File: src/rtl/timer_arbiter.sv
// rtl/timer_arbiter.sv - round-robin arbiter granting timed intervals on a shared counter
//
// Purpose:
//   Arbitrates N_REQ level requesters round-robin. The winner is granted for
//   len[winner]+1 cycles while a shared counter runs from 0 up to the latched
//   length. A one-cycle DONE state then pulses done[winner], and the block
//   returns to IDLE.
//
// Optional feature (macro TIMER_ARBITER_ABORT_EN):
//   Adds input 'abort'. When abort is high in COUNT, the interval ends early.
//   Without the macro the port does not exist and intervals always run to target.
//
// Ports:
//   clk    in   1         clock, rising edge
//   rst    in   1         synchronous active-high reset
//   abort  in   1         early interval termination (only with TIMER_ARBITER_ABORT_EN)
//   req    in   N_REQ     level requests
//   len    in   N_REQ*CW  per-requester interval length, field i = len[i*CW +: CW]
//   gnt    out  N_REQ     one-hot grant, high for the whole interval
//   done   out  N_REQ     one-cycle completion pulse
//   count  out  CW        shared interval counter
//   busy   out  1         high whenever the state is not IDLE

module timer_arbiter #(
  parameter int N_REQ = 4,
  parameter int CW    = 4
) (
  input  logic                clk,
  input  logic                rst,
`ifdef TIMER_ARBITER_ABORT_EN
  input  logic                abort,
`endif
  input  logic [N_REQ-1:0]    req,
  input  logic [N_REQ*CW-1:0] len,
  output logic [N_REQ-1:0]    gnt,
  output logic [N_REQ-1:0]    done,
  output logic [CW-1:0]       count,
  output logic                busy
);

  localparam int IW = (N_REQ > 1) ? $clog2(N_REQ) : 1;

  typedef enum logic [1:0] {
    ST_IDLE  = 2'd0,
    ST_COUNT = 2'd1,
    ST_DONE  = 2'd2
  } state_t;

  state_t           r_state;
  state_t           w_state_nxt;
  logic [CW-1:0]    r_count;
  logic [CW-1:0]    w_count_nxt;
  logic [CW-1:0]    r_target;
  logic [CW-1:0]    w_target_nxt;
  logic [N_REQ-1:0] r_gnt;
  logic [N_REQ-1:0] w_gnt_nxt;
  logic [N_REQ-1:0] r_done;
  logic [N_REQ-1:0] w_done_nxt;
  logic [IW-1:0]    r_last;
  logic [IW-1:0]    w_last_nxt;
  logic [IW-1:0]    w_winner;
  logic [IW-1:0]    w_idx;
  logic             w_found;
  logic             w_abort;

`ifdef TIMER_ARBITER_ABORT_EN
  assign w_abort = abort;
`else
  assign w_abort = 1'b0;
`endif

  // Round-robin search: scan from r_last+1 around to r_last itself, so the
  // most recently served requester is always considered last.
  always_comb begin
    w_winner = r_last;
    w_found  = 1'b0;
    w_idx    = r_last;
    for (int k = 1; k <= N_REQ; k++) begin
      w_idx = r_last + IW'(k);
      if (!w_found && req[w_idx]) begin
        w_found  = 1'b1;
        w_winner = w_idx;
      end
    end
  end

  always_comb begin
    w_state_nxt  = r_state;
    w_count_nxt  = r_count;
    w_target_nxt = r_target;
    w_gnt_nxt    = r_gnt;
    w_done_nxt   = '0;
    w_last_nxt   = r_last;
    case (r_state)
      ST_IDLE: begin
        w_gnt_nxt = '0;
        if (w_found) begin
          w_state_nxt  = ST_COUNT;
          w_target_nxt = len[w_winner*CW +: CW];
          w_count_nxt  = '0;
          w_gnt_nxt    = {{(N_REQ-1){1'b0}}, 1'b1} << w_winner;
          w_last_nxt   = w_winner;
        end
      end
      ST_COUNT: begin
        // Counting stops at target, so the counter can never wrap.
        if (w_abort || (r_count == r_target)) begin
          w_state_nxt = ST_DONE;
          w_done_nxt  = r_gnt;
          w_gnt_nxt   = '0;
        end else begin
          w_count_nxt = r_count + 1'b1;
        end
      end
      ST_DONE: begin
        w_state_nxt = ST_IDLE;
        w_gnt_nxt   = '0;
      end
      default: begin
        w_state_nxt = ST_IDLE;
        w_gnt_nxt   = '0;
      end
    endcase
  end

  always_ff @(posedge clk) begin
    if (rst) begin
      r_state  <= ST_IDLE;
      r_count  <= '0;
      r_target <= '0;
      r_gnt    <= '0;
      r_done   <= '0;
      // Last grant points at the top requester so requester 0 wins next.
      r_last   <= IW'(N_REQ - 1);
    end else begin
      r_state  <= w_state_nxt;
      r_count  <= w_count_nxt;
      r_target <= w_target_nxt;
      r_gnt    <= w_gnt_nxt;
      r_done   <= w_done_nxt;
      r_last   <= w_last_nxt;
    end
  end

  assign gnt   = r_gnt;
  assign done  = r_done;
  assign count = r_count;
  assign busy  = (r_state != ST_IDLE);

endmodule

File: config.mk
export PLATFORM = sky130hd
export DESIGN_NAME = timer_arbiter
export DESIGN_NICKNAME = d
export VERILOG_FILES = /design/src/rtl/timer_arbiter.sv
export SDC_FILE = /design/constraint.sdc
export NUM_CORES = 1
export LEC_CHECK = 0
export ABC_AREA = 0
export CORE_MARGIN = 3
export CORE_UTILIZATION = 30
export CTS_CLUSTER_DIAMETER = 100
export CTS_CLUSTER_SIZE = 20
export DETAILED_ROUTE_END_ITERATION = 16
export PLACE_DENSITY = 0.53
export SLEW_MARGIN = 10
export SYNTH_ARGS = -nofsm -noshare
export SYNTH_HDL_FRONTEND = slang
export SYNTH_SLANG_ARGS = --single-unit
File: constraint.sdc
create_clock -name clk -period 3 [get_ports clk]
set_input_delay 0.6 -clock clk [delete_from_list [all_inputs] [get_ports clk]]
set_output_delay 0.6 -clock clk [all_outputs]
set_load 0.005 [all_outputs]
[Word-level counts from Yosys, hierarchy flattened]
Index checks and enable logic that the tools add are counted.
Storage, ports and cells
  register bits after elaboration: 20
  output and inout bits: 13
Cells by class
  $add $sub $neg: 4
  magnitude comparators: 4
  equal/unequal tests: 5
  shift-type cells: 2
  mux-type cells: 25
  bitwise operators: 2
  reductions and logical operators: 13
Operator list (number)
  4-bit two-way mux: 4
  4-bit case mux with 2 select lines: 2
  16-bit by 5-bit indexed part select with 4-bit output: 1
  2-bit by 3-bit less-than comparator with 1-bit output, second input constant: 4
  2-bit two-way mux: 6
  1-bit binary-select mux with 2-bit select: 4
  1-bit two-way mux: 8
  2-bit inequality test, second input constant: 3
  2-bit adder, second input constant: 2
  4-bit by 1-bit adder with 4-bit output, second input constant: 1
  4-bit == test: 1
  2-bit case mux with 2 select lines: 1
  2-bit AND reduction: 2
  2-bit nonzero test: 2
  1-bit by 2-bit << shifter with 4-bit output, first input constant: 1
  1-bit logical AND: 3
  1-bit zero test: 3
  3-bit AND reduction: 1
  3-bit OR reduction: 1
  2-bit by 1-bit adder with 2-bit output, second input constant: 1
  2-bit by 1-bit == test with 1-bit output, second input constant: 1
  2-bit zero test: 1
  1-bit inverter: 2

[Logic depth before layout (Yosys ltp)]
Gate-level depths: netlist (run 1).
  word-level depth: 16
  mapped depth: 6
  depth with buffers taken out: 5

[Worst setup path after synthesis (run 1)]
OpenSTA, ideal clock, no wires.
  path type: in2reg
  start: input port req[1]
  end: register r_count[3], in the netlist count[3]
  arrival: 1806 ps
  data required time: 2928 ps
  slack: 1123 ps
  stages: 5
  path through: or4_4 -> and2_4 -> buf_6 -> or3_1 -> mux2i_1
On the way
  word-level cells in the longest chain between the ends: 14
  elaborated cells on any way between the ends: 20
  those cells by class: eq/ne: 1; mux: 12; reduce/logical: 7
Ends and longest elaborated chain
  start, declared: line 33  | input logic [N_REQ-1:0] req,
  1-bit binary-select mux with 2-bit select: line 80  | if (!w_found && req[w_idx]) begin
  1-bit two-way mux (not written as such): line 80
  1-bit two-way mux: line 80
  1-bit zero test: line 80
  1-bit logical AND: line 80
  1-bit two-way mux: line 80
  1-bit zero test: line 80
  1-bit logical AND: line 80
  1-bit two-way mux: line 80
  1-bit zero test: line 80
  1-bit logical AND: line 80
  1-bit two-way mux (*): line 80
  2-bit inequality test (no line) (*)
  3-bit AND reduction (no line) (*)
  end signal, assigned: line 137  | r_count <= w_count_nxt;
  end, declared: line 51  | logic [CW-1:0] r_count;
Every way passes the cells marked *; elsewhere a longest branch is shown, timed or not. The select of a mux whose other input is x is not followed.
A chain may end at the register's enable or synchronous reset.

[Worst setup path after layout (run 1)]
  start: input port req[0]
  end: register r_target[0]
On the way
  word-level cells in the longest chain between the ends: 13
  elaborated cells on any way between the ends: 24
  those cells by class: shift: 1; mux: 16; reduce/logical: 7
Ends and longest elaborated chain
  1-bit binary-select mux with 2-bit select: line 80
  1-bit two-way mux (not written as such): line 80
  1-bit two-way mux: line 80
  1-bit zero test: line 80
  1-bit logical AND: line 80
  1-bit two-way mux: line 80
  1-bit zero test: line 80
  1-bit logical AND: line 80
  1-bit two-way mux: line 80
  1-bit zero test: line 80
  1-bit logical AND: line 80
  2-bit two-way mux or 1-bit two-way mux (tied branches): line 80
  16-bit by 5-bit indexed part select with 4-bit output or 2-bit AND reduction (tied branches)
  end signal, assigned: line 138  | r_target <= w_target_nxt;
  end, declared: line 53  | logic [CW-1:0] r_target;
Parallel ways exist; a longest one is shown, timed or not. The select of a mux whose other input is x is not followed.

==> run metrics, run 1 <==
result of the run complete, no violations; switching power 0.000496 W; count of maximum capacitance violations 0; max frequency 456 MHz; synthesized cell area 0.00108 mm2; initial antenna violation count 0; residual DRC count 0; clock insertion delay at the later pin of the skew report 0.30 ns; type of element capturing the critical path flop; die footprint 0.00436 mm2; final count of pins violating max slew 0; Async SR Flop Fraction 0; Num CTS Buffers 3; first-pass GRT wire length 4510 um; Switching Share 0.387; family of cells with the greatest summed delay on the critical path simple AND/OR/NAND/NOR gates; Max FO, Critical Path 11; largest stage delay on the critical path 0.56 ns; Worst IR Drop VDD 0.406 mV; list of most frequent post-synthesis cells dfxtp_1 (20), nor2_1 (16), mux2i_1 (10); max_slew headroom 0.610; total number of vias 998; TritonCTS clock tree built; internal power summed over all cells 0.000787 W; standard cell core area 0.00342 mm2; number of buffers added for setup after CTS 0; deepest level of the CTS H-tree 1; antenna fix cells 0; min-delay worst type reg -> reg; hpwl dp 2160 um; cell depth of the worst flop-to-flop path 5; chain of cells forming the critical path clkdlybuf4s50_1, or4_4, nand2_1, or3_1, o221ai_1; number of primary I/O pins 35; Buf/Inv on CP 1; Hold Buf Count CTS 0; Placement Setup Slack 0.448 ns; sequential area share after synthesis 0.370; buffer cell driving the clock tree root clkbuf_4; cell taking the most area after synthesis dfxtp_1; standard-cell row count 21; Die Width 66.1 um; final routed wire length divided by cell count 14.5 um; post-layout instance count excluding filler cells 197; post-detailed-route count of antenna-violating nets 0; Worst path slowest cell or4_4; vias in the first global route 935; power consumption 0.00128 W; total negative slack for setup checks 0 ns; Area contributors post-synth dfxtp_1 (37%), mux2i_1 (9.2%), nor2_1 (5.5%); deepest clock path buffer count 2; worst slew pin tran 0.579 ns; crit path launch type primary input; largest net degree at the start of global routing 14; initial drt markers 16; first-pass iteration count of the detailed router 4; layout cell share with drive strength beyond 1 0.0728; Vert. Die Dim 66.1 um; logic depth of the worst setup path including buffers 5; class of the most critical setup path in -> reg; number of flops mapped to enable cells by yosys 0; Period Utilization, post-route 0.732; clock sink count 20; synthesized area per cell 9.25 um2; RSZ-0062 raised after global routing no; proportion of power drawn by flip-flops and latches 0.339; Worst Skew 0.00264 ns; GRT Resource Usage Total 0.136; Post-CTS Resized 0; power density of the placed cells 854 mW/mm2; routed wire length 2860 um; Final setup violation count 0; number of cells traversed by the worst hold path 1; clock share of power 0.172; leakage component of the power 0.611 nW; cell with the most instances after synthesis dfxtp_1; fin nets 175; number of hold violations in the final report 0; min setup slack post-route 0.805 ns; number of buffers inserted by port buffering 34; Warnings, synthesis 0; critical path arrival 2.38 ns; clock-pin slew of the registers on the worst-case setup and hold paths 0.12 ns; # placed instances 193; Syn Inst Count 117; number of nets produced by synthesis 140; number of distinct library cells after synthesis 36; sum of overflow across all layers after global routing 0; Most used DFF post-synth dfxtp_1; required time of the critical path 3.19 ns; count of state elements after synthesis 20; routability congestion estimate from global placement 0.811; share of the synthesized area in the top cell type 0.370; min Tclk post-route 2.19 ns; share of total power in combinational logic 0.488; growth of design area from synthesis to finish 38.8%; via/cell ratio 5.07; starting density of the core 0.317
-- per-stage QoR --
step | cell area [um2] | util | hold slack (ns)
floorplan | 1080 | - | 0.478
finish | 1500 | 0.440 | 0.511
CTS | 1500 | 0.440 | 0.520
global placement | 1450 | 0.425 | 0.486
global route | 1500 | 0.440 | 0.541
detailed placement | 1450 | 0.425 | 0.497
-- area by class of cell --
| cell class | count | area, um2 |
|---|---|---|
| Fill cell | 342 | 1910 |
| Multi-Input combinational cell | 90 | 637 |
| Sequential cell | 20 | 400 |
| Timing Repair Buffer | 35 | 348 |
| Tap cell | 46 | 57.6 |
| Clock inverter | 1 | 30.0 |
| Clock buffer | 3 | 22.5 |
| Inverter | 2 | 7.51 |
-- worst register-to-register path: stages, from the launching register on --
cell and delay (ns):
dfxtp_1 0.48, mux2i_1 0.26, nor2_1 0.13, nor3_4 0.42, mux2i_1 0.26, o221ai_1 0.14
-- registers in the layout (all words and copies together), names as in the netlist --
register,count
gnt,4
r_last,2
r_state,2
r_target,4
done,4
count,4
-- worst paths after layout --
| path | startpoint | to | slack (ns) |
|---|---|---|---|
| max reg2reg | r_last[1] | r_target[0] | 1.20 |
| min | gnt[1] | done[1] | 0.51 |
| max | req[0] | r_target[0] | 0.81 |
| min reg2reg | gnt[1] | done[1] | 0.51 |
-- logic make-up (layout without fill, tap and decap cells) --
logic type | after synthesis | in the layout | synth area share
fa+ha+maj | 1 | 1 | 0.0116
simple gates | 53 | 53 | 0.283
flops | 20 | 20 | 0.370
compound gates | 22 | 22 | 0.169
buf+inv | 7 | 41 | 0.0416
mux | 10 | 10 | 0.0925
xor+xnor | 4 | 4 | 0.0324
-- power groups by stage --
stage / combinational (W) / sequential [W] / clock [W]
2_1_floorplan: 0.000468 / 0.000410 / 0
3_3_place_gp: 0.000618 / 0.000438 / 0
3_5_place_dp: 0.000630 / 0.000439 / 0
4_1_cts: 0.000632 / 0.000433 / 0.000229
5_1_grt: 0.000692 / 0.000448 / 0.000241
6_report: 0.000627 / 0.000436 / 0.000221
-- metal layers --
layer  part of all wire  routed length [um]  global-route usage  vias to the layer above
met5                  0                   0                   0                        -
met4             0.0045                  13              0.0228                        0
met3              0.054                 155              0.0476                        2
met2               0.46                1330               0.214                       23
met1               0.48                1370               0.181                      469
li1                   -                   -                   -                      504
-- placed cells by master, fill, tap and decap left out, drive strengths merged, types with 3 or more instances in the layout --
cell / n
nand2: 6
mux2i: 10
clkbuf: 3
a32oi: 4
o31ai: 4
a21oi: 3
nor2: 16
nand4: 4
clkdlybuf4s50: 34
dfxtp: 20
or3: 5
a2111o: 3
xor2: 4
o211ai: 3
and2: 6
nand3b: 4
Power figures use the tool's default switching activity.
==> run 2: changes to the inputs <==
PLACE_DENSITY = 0.55   (was 0.53)
clock period = 1.9 ns   (was 3 ns; I/O delays follow)
==> run 2 against run 1 <==
Flip-flop and latch count did not move; critical endpoint is now count[3]; sequential share of layout area is 1.6 points lower; core utilization rose by 2.9 points; clock power grew 55%; die area did not move; wire length is 2.7% lower; final cell count grew 6.6%; largest power group unchanged; global-route usage is 0.68 points higher; final area grew 6.5%.
==> run metrics, run 2 (synthesis gave the netlist of run 1 again) <==
total number of vias 1037 (was 998); first-pass iteration count of the detailed router 4 (unchanged); number of buffers added for setup after CTS 0 (unchanged); TritonCTS clock tree built (unchanged); # placed instances 206 (was 193); min-delay worst type reg -> reg (unchanged); result of the run complete, no violations (unchanged); final count of pins violating max slew 0 (unchanged); standard cell core area 0.00342 mm2 (unchanged); cell depth of the worst flop-to-flop path 7 (was 5); number of cells traversed by the worst hold path 1 (unchanged); leakage component of the power 0.675 nW (was 0.611 nW); max frequency 552 MHz; most used cells in the layout excluding fill and tap cells clkdlybuf4s50_1 (34), dfxtp_1 (20), nor2_1 (16), buf_4 (14), mux2i_1 (10) (was clkdlybuf4s50_1 (34), dfxtp_1 (20), nor2_1 (16), mux2i_1 (10), nand2_1 (6)); min Tclk post-route 1.81 ns; die footprint 0.00436 mm2 (unchanged); first-pass GRT wire length 4810 um (was 4510 um); post-route cell area 0.00160 mm2 (was 0.00150 mm2); post-layout instance count excluding filler cells 210 (was 197); worst slew pin tran 0.408 ns (was 0.579 ns); crit path launch type primary input (unchanged); final routed wire length divided by cell count 13.3 um (was 14.5 um); Worst IR Drop VDD 0.601 mV (was 0.406 mV); GRT Resource Usage Total 0.143 (was 0.136); post-detailed-placement cell area 0.00155 mm2 (was 0.00145 mm2); layout cell share with drive strength beyond 1 0.146 (was 0.0728); class of the most critical setup path in -> reg (unchanged); Post-CTS Resized 0 (unchanged); most common cell after layout, fill and taps aside clkdlybuf4s50_1 (unchanged); Final setup violation count 0 (unchanged); deepest level of the CTS H-tree 1 (unchanged); RSZ-0062 raised after global routing no (unchanged); standard-cell row count 21 (unchanged); fin nets 188 (was 175); largest net degree at the start of global routing 14 (unchanged); routability congestion estimate from global placement 0.859 (was 0.811); hpwl dp 2240 um (was 2160 um); clock sink count 20 (unchanged); clock insertion delay at the later pin of the skew report 0.30 ns (about the same); post-detailed-route count of antenna-violating nets 0 (unchanged); Hold Buf Count CTS 0 (unchanged); Max FO, Critical Path 9 (was 11); critical path arrival 2.04 ns (was 2.38 ns); number of hold violations in the final report 0 (unchanged); max_slew headroom 0.728 (was 0.610); Vert. Die Dim 66.1 um (unchanged); Num CTS Buffers 3 (unchanged); count of maximum capacitance violations 0 (unchanged); initial drt markers 50 (was 16); type of element capturing the critical path flop (unchanged); growth of design area from synthesis to finish 47.9% (was 38.8%); clock-pin slew of the registers on the worst-case setup and hold paths 0.11 ns (was 0.12 ns); final hold slack 0.509 ns (was 0.511 ns); deepest clock path buffer count 2 (unchanged); sum of overflow across all layers after global routing 0 (unchanged); power density of the placed cells 1360 mW/mm2 (was 854 mW/mm2); Period Utilization, post-route 0.953; power consumption 0.00218 W (was 0.00128 W); buffer cell driving the clock tree root clkbuf_4 (unchanged); residual DRC count 0 (unchanged); routed wire length 2790 um (was 2860 um); Die Width 66.1 um (unchanged); required time of the critical path 2.13 ns (was 3.19 ns); number of primary I/O pins 35 (unchanged); final core area utilization 0.468 (was 0.440); Worst Skew 0.00735 ns (was 0.00264 ns); initial antenna violation count 0 (unchanged); number of buffers inserted by port buffering 34 (unchanged); via/cell ratio 4.94 (was 5.07); vias in the first global route 1076 (was 935); antenna fix cells 0 (unchanged); starting density of the core 0.317 (unchanged)
[run 2: changes by cell type in the layout (fill, tap and decap cells not counted), sizes merged]
cell,delta
buf,+13
[run 2: metal layers]
metal	track usage	up-vias	wire length (um)
li1	-	531	-
met2	0.244	27	1350
met3	0.0425	4	161
met1	0.179	475	1260
met5	0	-	0
met4	0.0228	0	14
[run 2: worst paths after layout]
path	startpoint	endpoint	slack (ns)
worst max-delay path	req[1]	count[3]	0.09
worst min register to register	gnt[0]	done[0]	0.51
worst min-delay path	gnt[0]	done[0]	0.51
worst max register to register	r_last[1]	r_target[0]	0.18
[run 2: stage by stage]
step | TNS [ns] | setup WS, ns
2_1_floorplan | 0 | 0.243
3_3_place_gp | -1.52 | -0.180
3_5_place_dp | -1.81 | -0.241
4_1_cts | 0 | 0.0858
5_1_grt | 0 | 0.00101
6_report | 0 | 0.0889
[run 2: power breakdown]
group	switching [W]	internal, W
Sequential	0.000126	0.000549
Combinational	0.000538	0.000630
Clock	0.000128	0.000213
Total	0.000792	0.00139
[run 2: layout make-up]
cell class,count,area [um2]
Fill cell,353,1820
Multi-Input combinational cell,90,637
Timing Repair Buffer,48,445
Sequential cell,20,400
Tap cell,46,57.6
Clock inverter,1,30.0
Clock buffer,3,22.5
Inverter,2,7.51
[run 2: critical path, stage by stage]
cell,delay [ns]
clkdlybuf4s50_1,0.45
or4_4,0.56
and2_4,0.20
or3_1,0.31
mux2i_1,0.13
==> run 3: changes to the inputs <==
CORE_UTILIZATION = 25   (was 30)
PLACE_DENSITY = 0.47   (was 0.55)
REMOVE_ABC_BUFFERS = 1   (was unset)
==> run 3 against run 2 <==
Via count decreased by 3.6%; power increased by 2.4%; combinational power increased by 6%; clock power decreased by 5%; final cell count increased by 1.9%; clock skew decreased by 0.0055 ns; core utilization decreased by 7.0 points; critical path type unchanged; largest cell class unchanged.
==> run metrics, run 3 (synthesis gave the netlist of run 1 again) <==
result of the run complete, no violations (unchanged); critical path arrival 1.89 ns (was 2.04 ns); largest net degree at the start of global routing 12 (was 14); required time of the critical path 2.03 ns (was 2.13 ns); hpwl dp 2210 um (was 2240 um); worst slew pin tran 0.424 ns (was 0.408 ns); Max FO, Critical Path 8 (was 9); sum of overflow across all layers after global routing 0 (unchanged); Hold Buf Count CTS 0 (unchanged); Final setup violation count 0 (unchanged); initial antenna violation count 0 (unchanged); final routed wire length divided by cell count 13.3 um (about the same); number of hold violations in the final report 0 (unchanged); deepest level of the CTS H-tree 1 (unchanged); Placement Setup Slack -0.242 ns (was -0.241 ns); number of primary I/O pins 35 (unchanged); fillcell total 437 (was 353); leakage component of the power 0.708 nW (was 0.675 nW); number of buffers inserted by port buffering 34 (unchanged); die footprint 0.00515 mm2 (was 0.00436 mm2); via/cell ratio 4.67 (was 4.94); total number of vias 1000 (was 1037); slack of the worst reg-to-reg path 0.22 ns (was 0.18 ns); starting density of the core 0.265 (was 0.317); deepest clock path buffer count 2 (unchanged); final count of pins violating max slew 0 (unchanged); routability congestion estimate from global placement 0.758 (was 0.859); number of cells traversed by the worst hold path 1 (unchanged); antenna fix cells 0 (unchanged); residual DRC count 0 (unchanged); max_slew headroom 0.717 (was 0.728); buffer cell driving the clock tree root clkbuf_8 (was clkbuf_4); Worst Skew 0.00181 ns (was 0.00735 ns); # placed instances 208 (was 206); total negative slack for setup checks 0 ns (unchanged); most used cells in the layout excluding fill and tap cells clkdlybuf4s50_1 (31), dfxtp_1 (20), nor2_1 (15), buf_4 (13), mux2i_1 (10) (was clkdlybuf4s50_1 (34), dfxtp_1 (20), nor2_1 (16), buf_4 (14), mux2i_1 (10)); Num CTS Buffers 3 (unchanged); clock-pin slew of the registers on the worst-case setup and hold paths 0.08 ns (was 0.11 ns); cell depth of the worst flop-to-flop path 6 (was 7); min setup slack post-route 0.144 ns (was 0.0889 ns); first-pass GRT wire length 4740 um (was 4810 um); sequential standard cell area 400 um2 (unchanged); first-pass iteration count of the detailed router 4 (unchanged); Vert. Die Dim 71.8 um (was 66.1 um); post-layout instance count excluding filler cells 214 (was 210); Die Width 71.8 um (was 66.1 um); crit path launch type primary input (unchanged); fin nets 188 (unchanged); vias in the first global route 983 (was 1076); power density of the placed cells 1370 mW/mm2 (was 1360 mW/mm2); most common cell after layout, fill and taps aside clkdlybuf4s50_1 (unchanged); class of the most critical setup path in -> reg (unchanged); type of element capturing the critical path flop (unchanged); power consumption 0.00224 W (was 0.00218 W); layout cell share with drive strength beyond 1 0.152 (was 0.146); standard cell core area 0.00409 mm2 (was 0.00342 mm2); critical register-to-register path endpoint r_target[0] (unchanged); start point of the worst min-delay path gnt[1] (was gnt[0]); TritonCTS clock tree built (unchanged); Period Utilization, post-route 0.924 (was 0.953); routed wire length 2840 um (was 2790 um); min-delay worst type reg -> reg (unchanged); initial drt markers 30 (was 50); launch instance of the worst register-to-register path r_last[1] (unchanged); RSZ-0062 raised after global routing no (unchanged); Worst IR Drop VDD 0.564 mV (was 0.601 mV); clock sink count 20 (unchanged); max frequency 569 MHz (was 552 MHz); endpoint of the worst hold path done[1] (was done[0]); standard-cell row count 23 (was 21); clock insertion delay at the later pin of the skew report 0.25 ns (was 0.30 ns); count of maximum capacitance violations 0 (unchanged); post-detailed-route count of antenna-violating nets 0 (unchanged); growth of design area from synthesis to finish 50.6% (was 47.9%); area used by multi-input combinational logic 639 um2 (was 637 um2); min Tclk post-route 1.76 ns (was 1.81 ns); GRT Resource Usage Total 0.116 (was 0.143)
-- run 3: layout make-up --
| class | count | share of cell area |
|---|---|---|
| Multi-Input combinational cell | 90 | 0.392 |
| Tap cell | 50 | 0.0384 |
| Inverter | 2 | 0.00460 |
| Clock buffer | 4 | 0.0338 |
| Sequential cell | 20 | 0.246 |
| Timing Repair Buffer | 48 | 0.285 |
-- run 3: per-stage QoR --
stage / hold slack [ns] / cell area, um2 / utilization
floorplan: 0.452 / 1040 / -
global placement: 0.494 / 1550 / 0.379
detailed placement: 0.493 / 1550 / 0.379
CTS: 0.504 / 1610 / 0.393
global route: 0.529 / 1630 / 0.399
finish: 0.499 / 1630 / 0.399
-- run 3: critical path: stages --
cell             delay (ns)
clkdlybuf4s50_1        0.47
mux2i_1                0.23
nor2_2                 0.10
nor3_4                 0.20
buf_12                 0.15
mux2i_1                0.22
o221ai_1               0.14
-- run 3: per-layer routing --
| metal | global-route usage | wire length [um] | vias up |
|---|---|---|---|
| met2 | 0.178 | 1230 | 24 |
| li1 | - | - | 524 |
| met3 | 0.0238 | 133 | 4 |
| met1 | 0.164 | 1440 | 448 |
| met5 | 0 | 0 | - |
| met4 | 0.0376 | 29 | 0 |
-- run 3: worst max path at each step --
| stage | from | to | depth (start not counted) |
|---|---|---|---|
| global route | count[1] | count[3] | 6 |
| floorplan | req[1] | r_last[1] | 4 |
| detailed placement | req[1] | count[3] | 5 |
| CTS | req[1] | count[3] | 5 |
| global placement | req[1] | count[2] | 5 |
| finish | req[3] | r_target[0] | 7 |
-- run 3: where the power goes --
part / switching [W] / internal [W]
clock network: 0.000142 / 0.000184
registers: 0.000121 / 0.000550
logic: 0.000558 / 0.000683
total: 0.000820 / 0.00142
-- run 3: what timing repair did --
item	in CTS	in global routing
buffers inserted	0	2
endpoints found under the setup margin	0	7
gates resized for setup	0	4
